**src/rtl/complex_mac_sequencer.sv**
```systemverilog
// Front-end sequencer for a shared multiply-accumulate unit: turns one complex operand pair
// into four real multiply slots and returns the real/imaginary results over valid/ready.
module complex_mac_sequencer #(
    parameter int A_WIDTH   = 18,
    parameter int B_WIDTH   = 18,
    parameter int RES_WIDTH = 48
) (
    input  logic                        CLK,
    input  logic                        RST_N,
    input  logic                        IN_VALID,
    output logic                        IN_READY,
    input  logic signed [A_WIDTH-1:0]   IN_AR,
    input  logic signed [A_WIDTH-1:0]   IN_AI,
    input  logic signed [B_WIDTH-1:0]   IN_BR,
    input  logic signed [B_WIDTH-1:0]   IN_BI,
    output logic signed [A_WIDTH-1:0]   MUL_A,
    output logic signed [B_WIDTH-1:0]   MUL_B,
    output logic                        MUL_LOAD,
    output logic                        MUL_ADDSUB,
    input  logic signed [RES_WIDTH-1:0] MUL_RES,
    output logic                        OUT_VALID,
    input  logic                        OUT_READY,
    output logic signed [RES_WIDTH-1:0] OUT_RE,
    output logic signed [RES_WIDTH-1:0] OUT_IM,
    output logic [3:0]                  DBG_STATE
);

    // Handshakes: a transfer happens on a rising edge where valid and ready are both high;
    // valid never waits on ready, and a presented result stays stable until it is taken.

    typedef enum logic [3:0] {
        ST_IDLE = 4'd0,
        ST_PRE  = 4'd1,
        ST_S0   = 4'd2,
        ST_S1   = 4'd3,
        ST_S2   = 4'd4,
        ST_S3   = 4'd5,
        ST_W0   = 4'd6,
        ST_W1   = 4'd7,
        ST_DONE = 4'd8
    } state_t;

    state_t                      r_state;
    logic                        r_in_ready;
    logic signed [A_WIDTH-1:0]   r_ar;
    logic signed [A_WIDTH-1:0]   r_ai;
    logic signed [B_WIDTH-1:0]   r_br;
    logic signed [B_WIDTH-1:0]   r_bi;
    logic signed [A_WIDTH-1:0]   r_mul_a;
    logic signed [B_WIDTH-1:0]   r_mul_b;
    logic                        r_mul_load;
    logic                        r_mul_addsub;
    logic                        r_out_valid;
    logic signed [RES_WIDTH-1:0] r_out_re;
    logic signed [RES_WIDTH-1:0] r_out_im;
    logic                        w_accept;

    // Ready is only ever set while idle, so it alone qualifies an accept.
    assign w_accept = IN_VALID & r_in_ready;

    always_ff @(posedge CLK or negedge RST_N) begin
        if (!RST_N) begin
            r_state      <= ST_IDLE;
            r_in_ready   <= 1'b0;
            r_ar         <= '0;
            r_ai         <= '0;
            r_br         <= '0;
            r_bi         <= '0;
            r_mul_a      <= '0;
            r_mul_b      <= '0;
            r_mul_load   <= 1'b0;
            r_mul_addsub <= 1'b0;
            r_out_valid  <= 1'b0;
            r_out_re     <= '0;
            r_out_im     <= '0;
        end else begin
            // Multiplier drive is zero except in the cycles that explicitly set it.
            r_mul_a      <= '0;
            r_mul_b      <= '0;
            r_mul_load   <= 1'b0;
            r_mul_addsub <= 1'b0;
            case (r_state)
                ST_IDLE: begin
                    if (w_accept) begin
                        r_ar       <= IN_AR;
                        r_ai       <= IN_AI;
                        r_br       <= IN_BR;
                        r_bi       <= IN_BI;
                        r_in_ready <= 1'b0;
                        r_state    <= ST_PRE;
                    end else begin
                        r_in_ready <= 1'b1;
                    end
                end
                ST_PRE: begin
                    // Control for each slot is issued one cycle ahead of its operands.
                    r_mul_a      <= r_ar;
                    r_mul_b      <= r_br;
                    r_mul_load   <= 1'b1;
                    r_mul_addsub <= 1'b1;
                    r_state      <= ST_S0;
                end
                ST_S0: begin
                    r_mul_a <= r_ai;
                    r_mul_b <= r_bi;
                    r_state <= ST_S1;
                end
                ST_S1: begin
                    r_mul_a    <= r_ar;
                    r_mul_b    <= r_bi;
                    r_mul_load <= 1'b1;
                    r_state    <= ST_S2;
                end
                ST_S2: begin
                    r_mul_a <= r_ai;
                    r_mul_b <= r_br;
                    r_state <= ST_S3;
                end
                ST_S3: begin
                    // ar*br - ai*bi has just settled on the accumulator output.
                    r_out_re <= MUL_RES;
                    r_state  <= ST_W0;
                end
                ST_W0: begin
                    r_state <= ST_W1;
                end
                ST_W1: begin
                    r_out_im    <= MUL_RES;
                    r_out_valid <= 1'b1;
                    r_state     <= ST_DONE;
                end
                ST_DONE: begin
                    if (OUT_READY) begin
                        r_out_valid <= 1'b0;
                        r_state     <= ST_IDLE;
                    end
                end
                default: begin
                    r_in_ready  <= 1'b0;
                    r_out_valid <= 1'b0;
                    r_state     <= ST_IDLE;
                end
            endcase
        end
    end

    assign IN_READY   = r_in_ready;
    assign MUL_A      = r_mul_a;
    assign MUL_B      = r_mul_b;
    assign MUL_LOAD   = r_mul_load;
    assign MUL_ADDSUB = r_mul_addsub;
    assign OUT_VALID  = r_out_valid;
    assign OUT_RE     = r_out_re;
    assign OUT_IM     = r_out_im;
    assign DBG_STATE  = r_state;

endmodule

```
**config.mk**
```make
export PLATFORM = sky130hd
export DESIGN_NAME = complex_mac_sequencer
export DESIGN_NICKNAME = d
export VERILOG_FILES = /design/src/rtl/complex_mac_sequencer.sv
export SDC_FILE = /design/constraint.sdc
export NUM_CORES = 1
export LEC_CHECK = 0
export ABC_CLOCK_PERIOD_IN_PS = 2200
export BUFFER_PORTS_ARGS = -buffer_cell sky130_fd_sc_hd__buf_4
export CAP_MARGIN = 10
export CELL_PAD_IN_SITES_DETAIL_PLACEMENT = 1
export CELL_PAD_IN_SITES_GLOBAL_PLACEMENT = 1
export CORE_ASPECT_RATIO = 1.5
export CORE_UTILIZATION = 42
export CTS_BUF_LIST = sky130_fd_sc_hd__clkbuf_4 sky130_fd_sc_hd__clkbuf_8 sky130_fd_sc_hd__clkbuf_16
export CTS_CLUSTER_DIAMETER = 150
export CTS_CLUSTER_SIZE = 25
export DETAILED_ROUTE_END_ITERATION = 8
export PLACE_DENSITY = 0.82
export SETUP_SLACK_MARGIN = 0.02
export SLEW_MARGIN = 10
export SYNTH_ARGS = -nofsm -noshare
export SYNTH_HDL_FRONTEND = slang
export SYNTH_SLANG_ARGS = --single-unit
```
**constraint.sdc**
```tcl
create_clock -name CLK -period 2.2 [get_ports CLK]
set_clock_uncertainty 0.05 [all_clocks]
set_input_delay 0 -clock CLK [delete_from_list [all_inputs] [get_ports CLK]]
set_output_delay 0 -clock CLK [all_outputs]
set_load 0.03 [all_outputs]
```
# Word level (Yosys, flattened, before mapping)
# Index checks and enable logic that the tools add are counted.
[totals]
ff_bits = 212
in_bits = 124
out_inout_bits = 140
word_cells = 46
[classes]
n_eq_ne = 10
muxes = 11
n_bitwise = 2
reduce_logical = 10
[op_table]
columns = ["op", "n"]
rows = [
  ["18-bit case mux with 2 select lines", 2],
  ["4-bit case mux with 9 select lines", 1],
  ["4-bit by 3-bit == test with 1-bit output (second input constant)", 4],
  ["4-bit by 2-bit == test with 1-bit output (second input constant)", 2],
  ["4-bit two-way mux", 2],
  ["2-bit OR reduction", 4],
  ["8-bit OR reduction", 1],
  ["7-bit OR reduction", 1],
  ["2-bit AND reduction", 3],
  ["4-bit by 1-bit == test with 1-bit output (second input constant)", 1],
  ["4-bit == test (second input constant)", 1],
  ["4-bit logical NOT", 1],
  ["1-bit two-way mux", 4],
  ["2-bit != test (second input constant)", 2],
  ["1-bit case mux with 3 select lines", 1],
  ["1-bit case mux with 2 select lines", 1],
  ["1-bit bitwise AND", 1],
  ["1-bit inverter", 1],
]

# Depth between registers and ports, before layout
# Gate-level depths: netlist of run 1.
[depth]
ltp_word = 4
depth_mapped = 6
mapped_depth_nobuf = 3

# Worst setup path before layout of run 1
# No wires, ideal clock.
[synth_path]
path_kind = "register -> register"
startpoint = "register r_state[2], in the netlist DBG_STATE[2]"
endpoint = "register r_out_re[27], in the netlist OUT_RE[27]"
setup_ns = 0.125
t_arrival_ns = 1.568
t_required_ns = 2.025
path_slack_ns = 0.457
path_stages_with_launch = 6
n_path_buf = 3
period_less_slack_ns = 1.743
path_cell_list = "dfrtp_1 > buf_6 > and4bb_4 > buf_6 > buf_12 > mux2_4"
[synth_between]
elab_chain_len = 1
[synth_rtl]
columns = ["item", "line_no", "source"]
rows = [
  ["start, declared", "43", "state_t r_state;"],
  ["start signal, assigned", "63", "r_state <= ST_IDLE;"],
  ["start signal, assigned", "90", "r_state <= ST_PRE;"],
  ["start signal, assigned", "101", "r_state <= ST_S0;"],
  ["4-bit by 3-bit == test with 1-bit output", "82", "case (r_state)"],
  ["end signal, assigned", "74", "r_out_re <= '0;"],
  ["end signal, assigned", "121", "r_out_re <= MUL_RES;"],
  ["end, declared", "54", "logic signed [RES_WIDTH-1:0] r_out_re;"],
]
# No other way between the ends.
# A chain may end at the register's enable or synchronous reset.

# Worst setup path after layout of run 1
[layout_path]
startpoint = "register r_state[2], in the netlist DBG_STATE[2]"
endpoint = "register r_out_re[0], in the netlist OUT_RE[0]"
# The elaborated chain is that of the path after synthesis.

==> impl_metrics.yaml, run 1 <==
worst_hold_path:
  hp-class: "input pin to flip-flop"
clock_tree:
  clk_latency_ns: 0.47
  clk_pin_slew_ns: 0.10
  tritoncts: "yes"
  clock_sinks: 212
  cts_root_buf: "clkbuf_16"
  clk_path_buf_depth: 3
  cts-buffers-inserted: 12
  htreeDepth: 1
die:
  dieArea_um2: 20700
  die_h_um: 176
  start_util: 0.427
  num_io_pins: 264
  die_w_um: 118
  core-area_um2: 19800
  fp-row-count: 63
sta:
  slew_viol_final: 0
  tightestPinTransition_ns: 0.786
  max_freq_mhz: 530
  post-route-period-util: 0.858
  rsz0062_at_grt: "false"
  setup_viol: 0
  hold_violations: 0
  max-slew-margin-rel: 0.474
  fin_setup_tns_ns: 0
  post-route-min-period_ns: 1.89
logic_synthesis:
  synthSimpleGateAreaFrac: 0.0197
  synth.cell_area_um2: 8460
  synth_warnings: 0
  yosysUniqueCellTypes: 27
  synth_fa_ha_area_frac: 0
  avgSynthCellArea_um2: 18.0
  synth_edf_count: 0
  syn-num-nets: 595
  ys_ff_latch: 212
  synth_compound_area_frac: 0.0401
  synthCells: 471
  seq_area_frac_synth: 0.627
  synthArstFlopShare: 1.00
  synth_top_family_by_area: "multiplexers"
  synth_flop_cell: "dfrtp_1"
  synth_mux_area_frac: 0.267
  synthXorXnorAreaFrac: 0.00414
global_routing:
  grt_pass1_vias: 6556
  grt_max_degree: 70
  antenna_found_initial: 0
  overflow: 0
  grt_pass1_wl_um: 38600
  grtUsageTotal: 0.242
finish:
  final_cell_mix: "272 x buf_4, 212 x dfrtp_1, 124 x dlygate4sd3_1, 98 x mux2_4, 70 x mux2_2"
  final_core_util: 0.618
  final_common_cell: "buf_4"
  fin_nets: 986
  fin_area_um2: 12200
  antenna_cells: 0
  drive_above_1_share: 0.546
  areaGrowthSynthToFinish_pct: 44.5
pwr:
  vdd_ir_drop_max_mv: 0.649
  power_density_nw_per_um2: 1540
  total_power_mw: 18.8
  p_leak_nw: 5.84
placement:
  io_buffers: 263
  place_congestion: 0.790
  place_hpwl_um: 14700
  post_dp_cell_area_um2: 10600
drt:
  vias_per_cell: 4.96
  route.final.wire_length_um: 24100
  drc: 0
  vias: 5565
  wire_per_inst_um: 21.5
  first_iter_violations: 191
  firstDrtPassIters: 4
  postRouteAntennaNets: 0
critical_path:
  start_kind: "flip-flop"
  end_kind: "flip-flop"
  worstPathRequired_ns: 2.52
  path_max_fanout: 34
  crit_type: "flip-flop to flip-flop"
  arrival_ns: 2.20
run:
  drv_cap: 0
status:
  status: "finished, final reports clean"
-- final timing paths --
| check | to | slack (ns) | cells past startpoint | startpoint |
|---|---|---|---|---|
| max in group asynchronous | r_bi[14]$_DFFE_PN0P_ | 0.90 | 4 | RST_N |
| min in group asynchronous | OUT_RE[24]$_DFFE_PN0P_ | 0.46 | 3 | RST_N |
| setup / recovery | OUT_RE[0]$_DFFE_PN0P_ | 0.31 | 4 | DBG_STATE[2]$_DFFE_PN0P_ |
| setup reg to reg | OUT_RE[0]$_DFFE_PN0P_ | 0.31 | 4 | DBG_STATE[2]$_DFFE_PN0P_ |
| hold / removal | r_ar[6]$_DFFE_PN0P_ | 0.24 | 3 | IN_AR[6] |
| hold reg to reg | MUL_A[13]$_DFF_PN0_ | 0.44 | 1 | r_ai[13]$_DFFE_PN0P_ |
-- metal layers --
metal / wire (um) / GRT usage / vias up
li1: - / - / 2450
met1: 8730 / 0.271 / 2865
met2: 13400 / 0.453 / 196
met3: 1010 / 0.0354 / 54
met4: 962 / 0.103 / 0
met5: 0 / 0 / -
-- kinds of logic (layout without fill, tap and decap cells) --
kind of cell,after synthesis,count (layout)
AOI/OAI and AO/OA,40,40
xor gates and xnor gates,4,4
buffers and inverters,28,419
and+or+nand+nor,19,19
muxes,168,168
DFF,212,212
-- through the flow --
| step | std cells | hold WS (ns) | setup WS [ns] |
|---|---|---|---|
| 6_report | 1122 | 0.244 | 0.312 |
| 5_1_grt | 1122 | 0.239 | 0.233 |
| 4_1_cts | 1122 | 0.226 | 0.304 |
| 3_5_place_dp | 983 | -0.0701 | 0.324 |
| 3_3_place_gp | 983 | -0.0841 | 0.406 |
| 2_1_floorplan | 471 | -0.346 | 0.457 |
-- report_power, final --
part	internal, mW	switching (mW)	leakage (nW)	total (mW)
clock network	1.07	1.26	0.167	2.33
logic	4.57	4.92	3.10	9.49
registers	5.79	1.23	2.57	7.02
total	11.4	7.40	5.84	18.8
-- synthesized netlist by cell type, types with 2 or more instances --
cell type	n	area, um2
buf_12	10	200
nor3_4	2	32.5
mux2_2	70	788
buf_6	9	101
buf_4	2	15.0
mux2_4	98	1470
nand2_1	4	15.0
nor3_1	2	10.0
buf_2	6	30.0
dfrtp_1	212	5310
xnor2_1	3	26.3
a22o_1	36	315
nor2_1	3	11.3
-- registers in the layout, indices dropped and copies added (netlist names), 18 cells and up --
signal and flops:
OUT_IM 48, MUL_A 18, r_ar 18, MUL_B 18
r_br 18, r_bi 18, r_ai 18, OUT_RE 48
-- repair_timing --
action | 4_1_cts | 5_1_grt
hold buffers | 125 | 0
hold endpoints to repair | 383 | 0
resized for setup | 0 | 0
buffers inserted | 0 | 0
-- worst max-delay path: stages, from the launching register on --
cell and delay [ns]:
dfrtp_1 0.58, buf_4 0.23, and4bb_4 0.27, buf_12 0.24, mux2_2 0.38
-- cell type report --
| type | instances | area (um2) |
|---|---|---|
| inverter | 1 | 6.26 |
| timing repair buffer | 404 | 3440 |
| clock buffer | 13 | 325 |
| clock inverter | 1 | 16.3 |
| multi-input combinational | 231 | 2810 |
| fill | 1830 | 7560 |
| tap | 260 | 325 |
| sequential | 212 | 5310 |
Power figures use the tool's default switching activity.
==> inputs of run 2 (changes only) <==
==> constraint.sdc (replaced) <==
create_clock -name CLK -period 2.2 [get_ports CLK]
set_clock_uncertainty 0.05 [all_clocks]
set_input_delay 0.11 -clock CLK [delete_from_list [all_inputs] [get_ports CLK]]
set_output_delay 0.11 -clock CLK [all_outputs]
set_load 0.03 [all_outputs]
==> impl_metrics.yaml, run 2 (synthesis gave the netlist of run 1 again) <==
status:
  status: "finished, final reports clean"
finish:
  nFillCells: 1846
  final_cell_mix: "272 x buf_4, 212 x dfrtp_1, 123 x dlygate4sd3_1, 98 x mux2_4, 70 x mux2_2"
  seq_area_um2: 5310
  layoutNonFillerInstCount: 1123
  fin_nets: 987
  final_common_cell: "buf_4"
  multiInputGateArea_um2: 2810
  drive_above_1_share: 0.548
  antenna_cells: 0
  areaGrowthSynthToFinish_pct: 44.8
  final_core_util: 0.619
global_routing:
  grt_max_degree: 61
  antenna_found_initial: 0
  grt_pass1_vias: 6467
  overflow: 0
  grtUsageTotal: 0.237
  grt_pass1_wl_um: 37900
pwr:
  p_leak_nw: 5.85
  vdd_ir_drop_max_mv: 0.875
  power_density_nw_per_um2: 1540
clock_tree:
  cts-resized-gates: 0
  clk_path_buf_depth: 3
  cts-buffers-inserted: 12
  cts_root_buf: "clkbuf_16"
  clock_sinks: 212
  clk_pin_slew_ns: 0.11
  tritoncts: "yes"
  htreeDepth: 1
  clk_latency_ns: 0.48
drt:
  drc: 0
  route.final.wire_length_um: 24300
  postRouteAntennaNets: 0
  vias_per_cell: 4.93
  wl_met2_um: 13300
  firstDrtPassIters: 4
  wl_met1_um: 8810
  routed-wl-met3_um: 993
  wire_per_inst_um: 21.7
  top_layer: "met4"
  first_iter_violations: 194
  vias: 5539
sta:
  post-route-period-util: 0.883
  slew_viol_final: 0
  rsz0062_at_grt: "false"
  max_freq_mhz: 515
  fin_ws_ns: 0.257
  tightestPinTransition_ns: 0.828
  hold_violations: 0
  max-slew-margin-rel: 0.446
  fin_setup_tns_ns: 0
  post-route-min-period_ns: 1.94
  setup_viol: 0
critical_path:
  worstPathRequired_ns: 2.49
  end_kind: "flip-flop"
  rrSetupSlack_ns: 0.26
  start_kind: "flip-flop"
  cp_cell_sequence: "nor3_2, and4_4, buf_12, mux2_4"
  cp_slowest_cell: "dfrtp_1"
  critPathTopFamily: "simple AND/OR/NAND/NOR gates"
  arrival_ns: 2.23
  worst_path_largest_cell_delay_ns: 0.49
  path_max_fanout: 29
  crit_type: "flip-flop to flip-flop"
  worst-path-buf-inv: 1
placement:
  io_buffers: 263
  place_hpwl_um: 15300
  place_congestion: 0.792
  place_ws_ns: 0.311
  dpl.cell_count: 986
run:
  drv_cap: 0
die:
  die_h_um: 176
  num_io_pins: 264
  core-area_um2: 19800
  start_util: 0.427
  fp-row-count: 63
  dieArea_um2: 20700
  die_w_um: 118
worst_hold_path:
  hp-class: "input pin to asynchronous set/reset pin"
==> run 2: cell types whose count changed in the layout (fill, tap and decap cells not counted), sizes merged <==
cell         change
dlygate4sd3      -1
buf              +2
==> run 2: cell type report <==
| class | count | share of cell area |
|---|---|---|
| Multi-Input combinational cell | 231 | 0.229 |
| Sequential cell | 212 | 0.433 |
| Tap cell | 260 | 0.0266 |
| Timing Repair Buffer | 405 | 0.283 |
| Inverter | 1 | 0.000511 |
| Clock inverter | 1 | 0.00133 |
| Clock buffer | 13 | 0.0266 |
==> run 2: timing repair <==
action / CTS / global route
endpoints found under the hold margin: 264 / 0
hold buffers: 123 / 0
setup buffers: 0 / 0
==> run 2: through the flow <==
step	total power [mW]	hold WS, ns	area [um2]
final	18.9	0.0978	12300
after global routing	19.8	0.118	12300
after CTS	18.9	0.127	12300
after detailed placement	16.3	0.0706	10700
after global placement	15.8	0.0591	10700
after floorplan	13.1	-0.236	8460
==> run 2: metal layers <==
metal	track usage	up-vias
met1	0.265	2808
met3	0.0357	71
met5	0	-
met4	0.129	0
li1	-	2444
met2	0.432	216
==> run 2: where the power goes <==
group	switching (mW)	total, mW	internal (mW)
Clock	1.26	2.34	1.08
Combinational	4.99	9.60	4.61
Sequential	1.18	6.98	5.79
Total	7.44	18.9	11.5
==> run 2: final timing paths <==
| path | from | to | depth (start not counted) |
|---|---|---|---|
| worst max-delay path | DBG_STATE[2]$_DFFE_PN0P_ | r_ai[5]$_DFFE_PN0P_ | 4 |
| min in group CLK | IN_AR[8] | r_ar[8]$_DFFE_PN0P_ | 3 |
| worst max register to register | DBG_STATE[2]$_DFFE_PN0P_ | r_ai[5]$_DFFE_PN0P_ | 4 |
| worst min register to register | r_ai[2]$_DFFE_PN0P_ | MUL_A[2]$_DFF_PN0_ | 1 |
| worst min-delay path | RST_N | OUT_IM[26]$_DFFE_PN0P_ | 2 |
| max in group asynchronous | RST_N | r_ai[6]$_DFFE_PN0P_ | 3 |
==> inputs of run 3 (changes only) <==
Settings changed: CELL_PAD_IN_SITES_DETAIL_PLACEMENT 1 to unset, CELL_PAD_IN_SITES_GLOBAL_PLACEMENT 1 to unset, CORE_UTILIZATION 42 to 51.
==> impl_metrics.yaml, run 3 (synthesis gave the netlist of run 1 again) <==
die:
  core-area_um2: 16200
  die_w_um: 107
  start_util: 0.522
  num_io_pins: 264
  dieArea_um2: 17100
  fp-row-count: 57
  die_h_um: 160
clock_tree:
  clk_path_buf_depth: 3
  htreeDepth: 1
  cts_root_buf: "clkbuf_16"
  cts-buffers-inserted: 12
  clock_sinks: 212
  clk_pin_slew_ns: 0.10
  cts-resized-gates: 0
  clk_latency_ns: 0.47
  tritoncts: "yes"
drt:
  vias_per_cell: 5.21
  drc: 0
  first_iter_violations: 224
  firstDrtPassIters: 6
  route.final.wire_length_um: 22100
  postRouteAntennaNets: 0
  wire_per_inst_um: 20.7
  vias: 5555
finish:
  final_cell_mix: "269 x buf_4, 212 x dfrtp_1, 123 x dlygate4sd3_1, 98 x mux2_4, 70 x mux2_2"
  multiInputGateArea_um2: 2810
  areaGrowthSynthToFinish_pct: 43.4
  drive_above_1_share: 0.545
  nFillCells: 946
  seq_area_um2: 5310
  final_core_util: 0.749
  fin_nets: 982
  fin_area_um2: 12100
  final_common_cell: "buf_4"
global_routing:
  grt_pass1_vias: 6299
  overflow: 0
  grt_pass1_wl_um: 34500
  grt_max_degree: 73
  antenna_found_initial: 2
  grtUsageTotal: 0.263
sta:
  holdWs_ns: 0.172
  post-route-period-util: 0.837
  slew_viol_final: 0
  hold_violations: 0
  max-slew-margin-rel: 0.460
  fin_setup_tns_ns: 0
  rsz0062_at_grt: "false"
  post-route-min-period_ns: 1.84
  tightestPinTransition_ns: 0.808
  setup_viol: 0
  max_freq_mhz: 543
placement:
  place_congestion: 0.796
  io_buffers: 263
  post_dp_cell_area_um2: 10500
  place_hpwl_um: 13400
critical_path:
  end_kind: "flip-flop"
  reg2regPathDepth: 4
  rr_endpoint: "r_br[17]$_DFFE_PN0P_"
  arrival_ns: 2.14
  reg2reg_from: "DBG_STATE[0]$_DFFE_PN0P_"
  start_kind: "flip-flop"
  path_max_fanout: 25
  worstPathRequired_ns: 2.50
  rrSetupSlack_ns: 0.36
  crit_type: "flip-flop to flip-flop"
pwr:
  clockPowerShare: 0.122
  intPower_mw: 11.4
  swShare: 0.388
  comb_power_share: 0.506
  seqPwrFrac: 0.372
  vdd_ir_drop_max_mv: 0.936
  p_leak_nw: 5.82
  power_density_nw_per_um2: 1540
  switching_power_mw: 7.25
  total_power_mw: 18.7
status:
  status: "finished, final reports clean"
run:
  drv_cap: 0
worst_hold_path:
  hp-class: "input pin to asynchronous set/reset pin"
-- run 3: worst max path at each step --
| stage | from | endpoint | cells after the start |
|---|---|---|---|
| after global routing | DBG_STATE[0]$_DFFE_PN0P_ | r_ar[17]$_DFFE_PN0P_ | 4 |
| after floorplan | DBG_STATE[2]$_DFFE_PN0P_ | OUT_RE[27]$_DFFE_PN0P_ | 5 |
| after CTS | DBG_STATE[0]$_DFFE_PN0P_ | r_br[17]$_DFFE_PN0P_ | 4 |
| after detailed placement | DBG_STATE[1]$_DFFE_PN0P_ | OUT_RE[12]$_DFFE_PN0P_ | 4 |
| after global placement | DBG_STATE[0]$_DFFE_PN0P_ | r_br[17]$_DFFE_PN0P_ | 4 |
| final | DBG_STATE[0]$_DFFE_PN0P_ | r_br[17]$_DFFE_PN0P_ | 4 |
-- run 3: worst max-delay path, cell delays in order (launching register included) --
cell,delay [ns]
dfrtp_1,0.40
nor3_2,0.22
and4_4,0.42
buf_12,0.26
mux2_2,0.37
-- run 3: power groups by stage --
| stage | combinational [mW] | sequential [mW] | clock (mW) |
|---|---|---|---|
| final | 9.44 | 6.94 | 2.29 |
| after global routing | 9.90 | 7.12 | 2.48 |
| after CTS | 9.41 | 6.86 | 2.35 |
| after detailed placement | 9.20 | 6.91 | 0 |
| after global placement | 8.96 | 6.78 | 0 |
| after floorplan | 4.03 | 9.05 | 0 |
-- run 3: final cells by class --
type / count / area share
Clock inverter: 1 / 0.00134
Inverter: 1 / 0.000516
Sequential cell: 212 / 0.438
Clock buffer: 13 / 0.0268
Antenna cell: 2 / 0.000413
Multi-Input combinational cell: 231 / 0.231
Tap cell: 206 / 0.0213
Timing Repair Buffer: 400 / 0.281
-- run 3: stage by stage --
| step | instances | setup WS, ns |
|---|---|---|
| finish | 1066 | 0.359 |
| global route | 1066 | 0.282 |
| floorplan | 471 | 0.457 |
| CTS | 1064 | 0.385 |
| detailed placement | 927 | 0.400 |
| global placement | 927 | 0.422 |
-- run 3: what timing repair did --
action                    4_1_cts  5_1_grt
hold buffers                  123        0
hold endpoints to repair      240        0
buffers inserted                0        0
-- run 3: metal layers --
layer | GRT usage | wire [um]
met1 | 0.298 | 7910
met2 | 0.487 | 12200
met3 | 0.0363 | 1010
met4 | 0.113 | 930
met5 | 0 | 0
